<file path="src/rtl/ecall_pkg.sv">
// Shared constants and state encoding for the ecall service sequencer.
package ecall_pkg;

  localparam logic [31:0] ECALL_INSN = 32'h00000073;

  localparam int SVC_PRINT_DEF = 1;
  localparam int SVC_READ_DEF  = 5;
  localparam int SVC_EXIT_DEF  = 10;

  localparam logic [4:0] X10 = 5'd10;

  typedef enum logic [2:0] {
    IDLE     = 3'd0,
    WAIT_IN  = 3'd1,
    WAIT_OUT = 3'd2,
    WB       = 3'd3,
    DONE     = 3'd4,
    HALT     = 3'd5
  } ecall_state_e;

endpackage

</file>
<file path="src/rtl/rise_detect.sv">
// Registers a level and reports its rising edge for one cycle.
module rise_detect (
  input  logic clk,
  input  logic reset,
  input  logic in,
  output logic rise
);

  logic in_d, in_q;

  always_comb begin
    in_d = in;
  end

  always_ff @(posedge clk) begin
    if (reset) begin
      in_q <= 1'b0;
    end else begin
      in_q <= in_d;
    end
  end

  assign rise = in & ~in_q;

endmodule

</file>
<file path="src/rtl/ecall_io_ctrl.sv">
// Sequences ecall read/print/exit services, stalling the core while the board user acts.
// Handshake: a service is accepted in the detection cycle (stall=1); confirm's rising edge completes it.
module ecall_io_ctrl
  import ecall_pkg::*;
#(
  parameter int DATA_W    = 32,
  parameter int SW_W      = 16,
  parameter bit SW_SIGNED = 1'b1,
  parameter int SVC_PRINT = SVC_PRINT_DEF,
  parameter int SVC_READ  = SVC_READ_DEF,
  parameter int SVC_EXIT  = SVC_EXIT_DEF
) (
  input  logic              clk,
  input  logic              reset,
  input  logic [31:0]       instruction,
  input  logic              inst_valid,
  input  logic [DATA_W-1:0] a7,
  input  logic [DATA_W-1:0] a0,
  input  logic [SW_W-1:0]   sw,
  input  logic              confirm,
  output logic              stall,
  output logic              io_regWrite,
  output logic [DATA_W-1:0] io_wdata,
  output logic [4:0]        io_rd,
  output logic [DATA_W-1:0] disp_data,
  output logic              disp_valid,
  output logic              halted,
  output ecall_state_e      dbg_state
);

  ecall_state_e      state_d, state_q;
  logic [DATA_W-1:0] io_wdata_d, io_wdata_q;
  logic [DATA_W-1:0] disp_data_d, disp_data_q;
  logic              rise;
  logic              ecall_hit;
  logic              is_read, is_print, is_exit;
  logic [DATA_W-1:0] sw_ext;

  rise_detect u_rise (
    .clk   (clk),
    .reset (reset),
    .in    (confirm),
    .rise  (rise)
  );

  assign ecall_hit = inst_valid & (instruction == ECALL_INSN);
  assign is_read   = (a7 == DATA_W'(SVC_READ));
  assign is_print  = (a7 == DATA_W'(SVC_PRINT));
  assign is_exit   = (a7 == DATA_W'(SVC_EXIT));
  assign sw_ext    = {{(DATA_W-SW_W){SW_SIGNED & sw[SW_W-1]}}, sw};

  always_comb begin
    state_d     = state_q;
    io_wdata_d  = io_wdata_q;
    disp_data_d = disp_data_q;
    stall       = 1'b0;
    io_regWrite = 1'b0;
    disp_valid  = 1'b0;
    halted      = 1'b0;
    unique case (state_q)
      IDLE: begin
        if (ecall_hit) begin
          if (is_read) begin
            stall   = 1'b1;
            state_d = WAIT_IN;
          end else if (is_print) begin
            stall       = 1'b1;
            disp_data_d = a0;
            state_d     = WAIT_OUT;
          end else if (is_exit) begin
            stall   = 1'b1;
            state_d = HALT;
          end
        end
      end
      WAIT_IN: begin
        stall = 1'b1;
        if (rise) begin
          io_wdata_d = sw_ext;
          state_d    = WB;
        end
      end
      WAIT_OUT: begin
        stall      = 1'b1;
        disp_valid = 1'b1;
        if (rise) state_d = DONE;
      end
      // The ecall retires here; no re-decode, so it cannot retrigger.
      WB: begin
        io_regWrite = 1'b1;
        state_d     = IDLE;
      end
      DONE: begin
        state_d = IDLE;
      end
      HALT: begin
        stall  = 1'b1;
        halted = 1'b1;
      end
      default: begin
        state_d = IDLE;
      end
    endcase
  end

  always_ff @(posedge clk) begin
    if (reset) begin
      state_q     <= IDLE;
      io_wdata_q  <= '0;
      disp_data_q <= '0;
    end else begin
      state_q     <= state_d;
      io_wdata_q  <= io_wdata_d;
      disp_data_q <= disp_data_d;
    end
  end

  assign io_wdata  = io_wdata_q;
  assign disp_data = disp_data_q;
  assign io_rd     = X10;
  assign dbg_state = state_q;

endmodule
</file>
<file path="config.mk">
export PLATFORM = sky130hd
export DESIGN_NAME = ecall_io_ctrl
export DESIGN_NICKNAME = d
export VERILOG_FILES = /design/src/rtl/ecall_pkg.sv /design/src/rtl/rise_detect.sv /design/src/rtl/ecall_io_ctrl.sv
export SDC_FILE = /design/constraint.sdc
export NUM_CORES = 1
export LEC_CHECK = 0
export CAP_MARGIN = 20
export CORE_MARGIN = 10
export CORE_UTILIZATION = 35
export CTS_BUF_LIST = sky130_fd_sc_hd__clkbuf_4 sky130_fd_sc_hd__clkbuf_8
export CTS_CLUSTER_DIAMETER = 50
export CTS_CLUSTER_SIZE = 14
export DETAILED_ROUTE_END_ITERATION = 7
export PLACE_DENSITY = 0.84
export SLEW_MARGIN = 20
export SYNTH_ARGS = -nofsm -noshare
export SYNTH_HDL_FRONTEND = slang
export SYNTH_SLANG_ARGS = --single-unit
</file>
<file path="constraint.sdc">
create_clock -name clk -period 3.35 [get_ports clk]
set_input_delay 1.005 -clock clk [delete_from_list [all_inputs] [get_ports clk]]
set_output_delay 1.005 -clock clk [all_outputs]
set_load 0.03 [all_outputs]
</file>
==> results.md <==
* HP Class: reg2reg
* Most frequent cells in the layout: clkdlybuf4s50_1, dfxtp_1, a21oi_1
* Pwr dens at between 200 and 300 nW/um2
* Clock Skew at 5.62 ps
* Compound-gate portion of the synthesized area at a little under a fifth
* Worst VDD drop at 0.152 mV
* Worst-path maximum fanout at 2
* Die H at around 100 um
* Leakage at approximately 1.6 nW
* IO Count at 192
* Filler Cell Count at roughly 590
* Clock transition at path regs at 90 ps
* Final instance area at 4540 um2
* Worst path arrival time at approximately 2600 ps
* DRC at 0
* Nets@finish at approximately 600
* Status: complete, but fails checks
* Final core utilization at about two thirds
* Min Tclk post-route at ~3600 ps
* Max-capacitance violation count at 0
* Flop pwr share at between 50 and 60%
* Setup WS pre-CTS at -533 ps
* Slew HR at between 60 and 70%
* Synth Area per Inst at 8.32 um2
* Async SR Flop Fraction at 0%
* Layout cells sized above 1 at 16.6%
* Number of global-route vias before repair at ~3000
* Comb pwr share at ~14%
* Setup WS post-layout at -209 ps
* Switching Fraction at 22.3%
* Clock Power Share at 32.5%
* Post-synthesis mux area share at 0%
* Post-synthesis register bit count at 52
* DP Wirelength at 7.72 mm
* Wirelength per Cell at roughly 18 um
* First-pass GRT wire length at ~15 mm
* Initial Util at 36.3%
* Synth Area in Adders at 0%
* Final RePlAce weighted congestion at 0.773
* Setup crit start kind: input port
* Die width at between 100 and 150 um
* Synthesized area at 2490 um2
* Overall routed net length at 10.1 mm
* Total Routing Usage GR at approximately 17%
* Post-synth EDFFs at 0
* Setup TNS at -209 ps
* Area Overhead vs Synth at 81.9%
* WP data required at 2340 ps
* H-tree levels at 2
* Crit Path Class: in2out
* Port bufs at 186
* Fin. Hold Viols at 0
* Fin crit share at 106%
* Clk sinks at 52
* TritonCTS clock tree: done
* Tot Pwr at around 1.2 mW
* Least-Margin Pin Slew at 550 ps
* DR vias at about 2800
* Sequential fraction of the synthesis area at roughly two fifths
* Later-pin clock latency in the skew report at roughly 290 ps
* Combinational family with the most area after synthesis: simple AND/OR/NAND/NOR gates
* Violated checks: negative setup slack
* Total grt overflow at 0
* Fmax at 281 MHz
* Synth unique cells at 42
* Clock Root Buffer: clkbuf_8
* Antenna fix cells at 0
* Post-Synth Simple-Gate Area at around a quarter
* Die ar. at about 11000 um2
* XOR/XNOR share of the synthesized area at 0%
* Row cnt at 30
* Drt pass-1 iters at 5
* Crit. End Element: output pin
* Int Pwr at around 900 uW
* Ys flop type: dfxtp_1
* Post-DRT Antenna Nets at 0
* Commonest non-fill, non-tap cell in the layout: clkdlybuf4s50_1
* Setup repair after global routing missed its margin: true
* Post-DP Area at around 4300 um2
* Clk buf depth at 2
* Final setup fails at 1
* Switching power at ~260 uW
* Yosys warns at 0
* Core Area at between 6000 and 7000 um2
* Largest net degree at the start of global routing at 34
* Initial antenna violation count at 0
* CTS Buf Count at 5
* DRT iter0 DRCs at 131
* Slew Limit Fails at 0
* Avg Vias per Cell at ~4.9
* Cells after Synth at 300
## kinds of logic after synthesis
| logic type | Yosys count |
|---|---|
| AO/OA/AOI/OAI | 91 |
| other | 2 |
| buffers and inverters | 47 |
| AND/OR/NAND/NOR | 108 |
| flip-flops | 52 |
## per-layer routing
layer | global-route usage [%] | vias up | part of all wire [%]
met5 | 0 | - | 0
met4 | 4.47 | 0 | 1.0
met3 | 7.25 | 6 | 9.4
met2 | 31.4 | 122 | 52
met1 | 16.0 | 1311 | 38
li1 | - | 1403 | -
## final cells by class
cell class	count	area, um2	area share, %
well taps	96	120	2.65
inverters	4	15.0	0.331
clock buffers	7	90.1	1.99
flip-flops and latches	52	1040	22.9
clock inverters	1	7.51	0.165
repair buffers	212	1990	43.9
multi-input cells	205	1270	28.0
## repair_timing
item	in CTS	in global routing
setup buffers	14	1
endpoints found under the setup margin	1	34
cloned	0	1
resized for setup	118	32
hold buffers	0	0
pin swaps	28	18
## through the flow
step           hold slack (ps)  cells
2_1_floorplan              569    303
3_3_place_gp               442    553
3_5_place_dp               447    553
4_1_cts                    460    575
5_1_grt                    488    577
6_report                   457    577
## registers in the layout (all words and copies together) (netlist names)
register / count
dbg_state: 3
io_wdata: 16
disp_data: 32
u_rise.in_q: 1
## power by group through the flow
| stage | Combinational (mW) | Clock [mW] | Sequential [mW] |
|---|---|---|---|
| final | 0.166 | 0.378 | 0.618 |
| after global routing | 0.177 | 0.414 | 0.619 |
| after CTS | 0.164 | 0.391 | 0.618 |
| after detailed placement | 0.174 | 0 | 0.633 |
| after global placement | 0.171 | 0 | 0.633 |
| after floorplan | 0.0356 | 0 | 0.633 |
## cells in the mapped netlist (all sizes together), types with 3 or more instances
library cell	instances	share of area, %
dfxtp	52	42
a21oi	50	10
nand2	36	5.4
nand3	35	7.0
o21ai	35	7.0
buf	30	9.3
nor4	13	5.8
clkbuf	10	2.8
inv	4	0.60
nor2	4	0.60
nand4	3	1.0
## worst paths after layout
kind	startpoint	end	slack, ps	depth (start not counted)
hold / removal	io_wdata[14]$_SDFFE_PP0P_	io_wdata[14]$_SDFFE_PP0P_	460	2
hold reg to reg	io_wdata[14]$_SDFFE_PP0P_	io_wdata[14]$_SDFFE_PP0P_	460	2
setup / recovery	a7[13]	stall	-210	7
setup reg to reg	dbg_state[0]$_SDFFE_PP0P_	io_wdata[13]$_SDFFE_PP0P_	1540	4
## critical path, cell delays in order
cell and delay (ps):
buf_8 100, nor4_4 320, nand4_2 200, nor4_4 390
a21oi_2 110, o31ai_4 260, buf_12 160
Note: power is estimated with default switching activity, not from simulation.
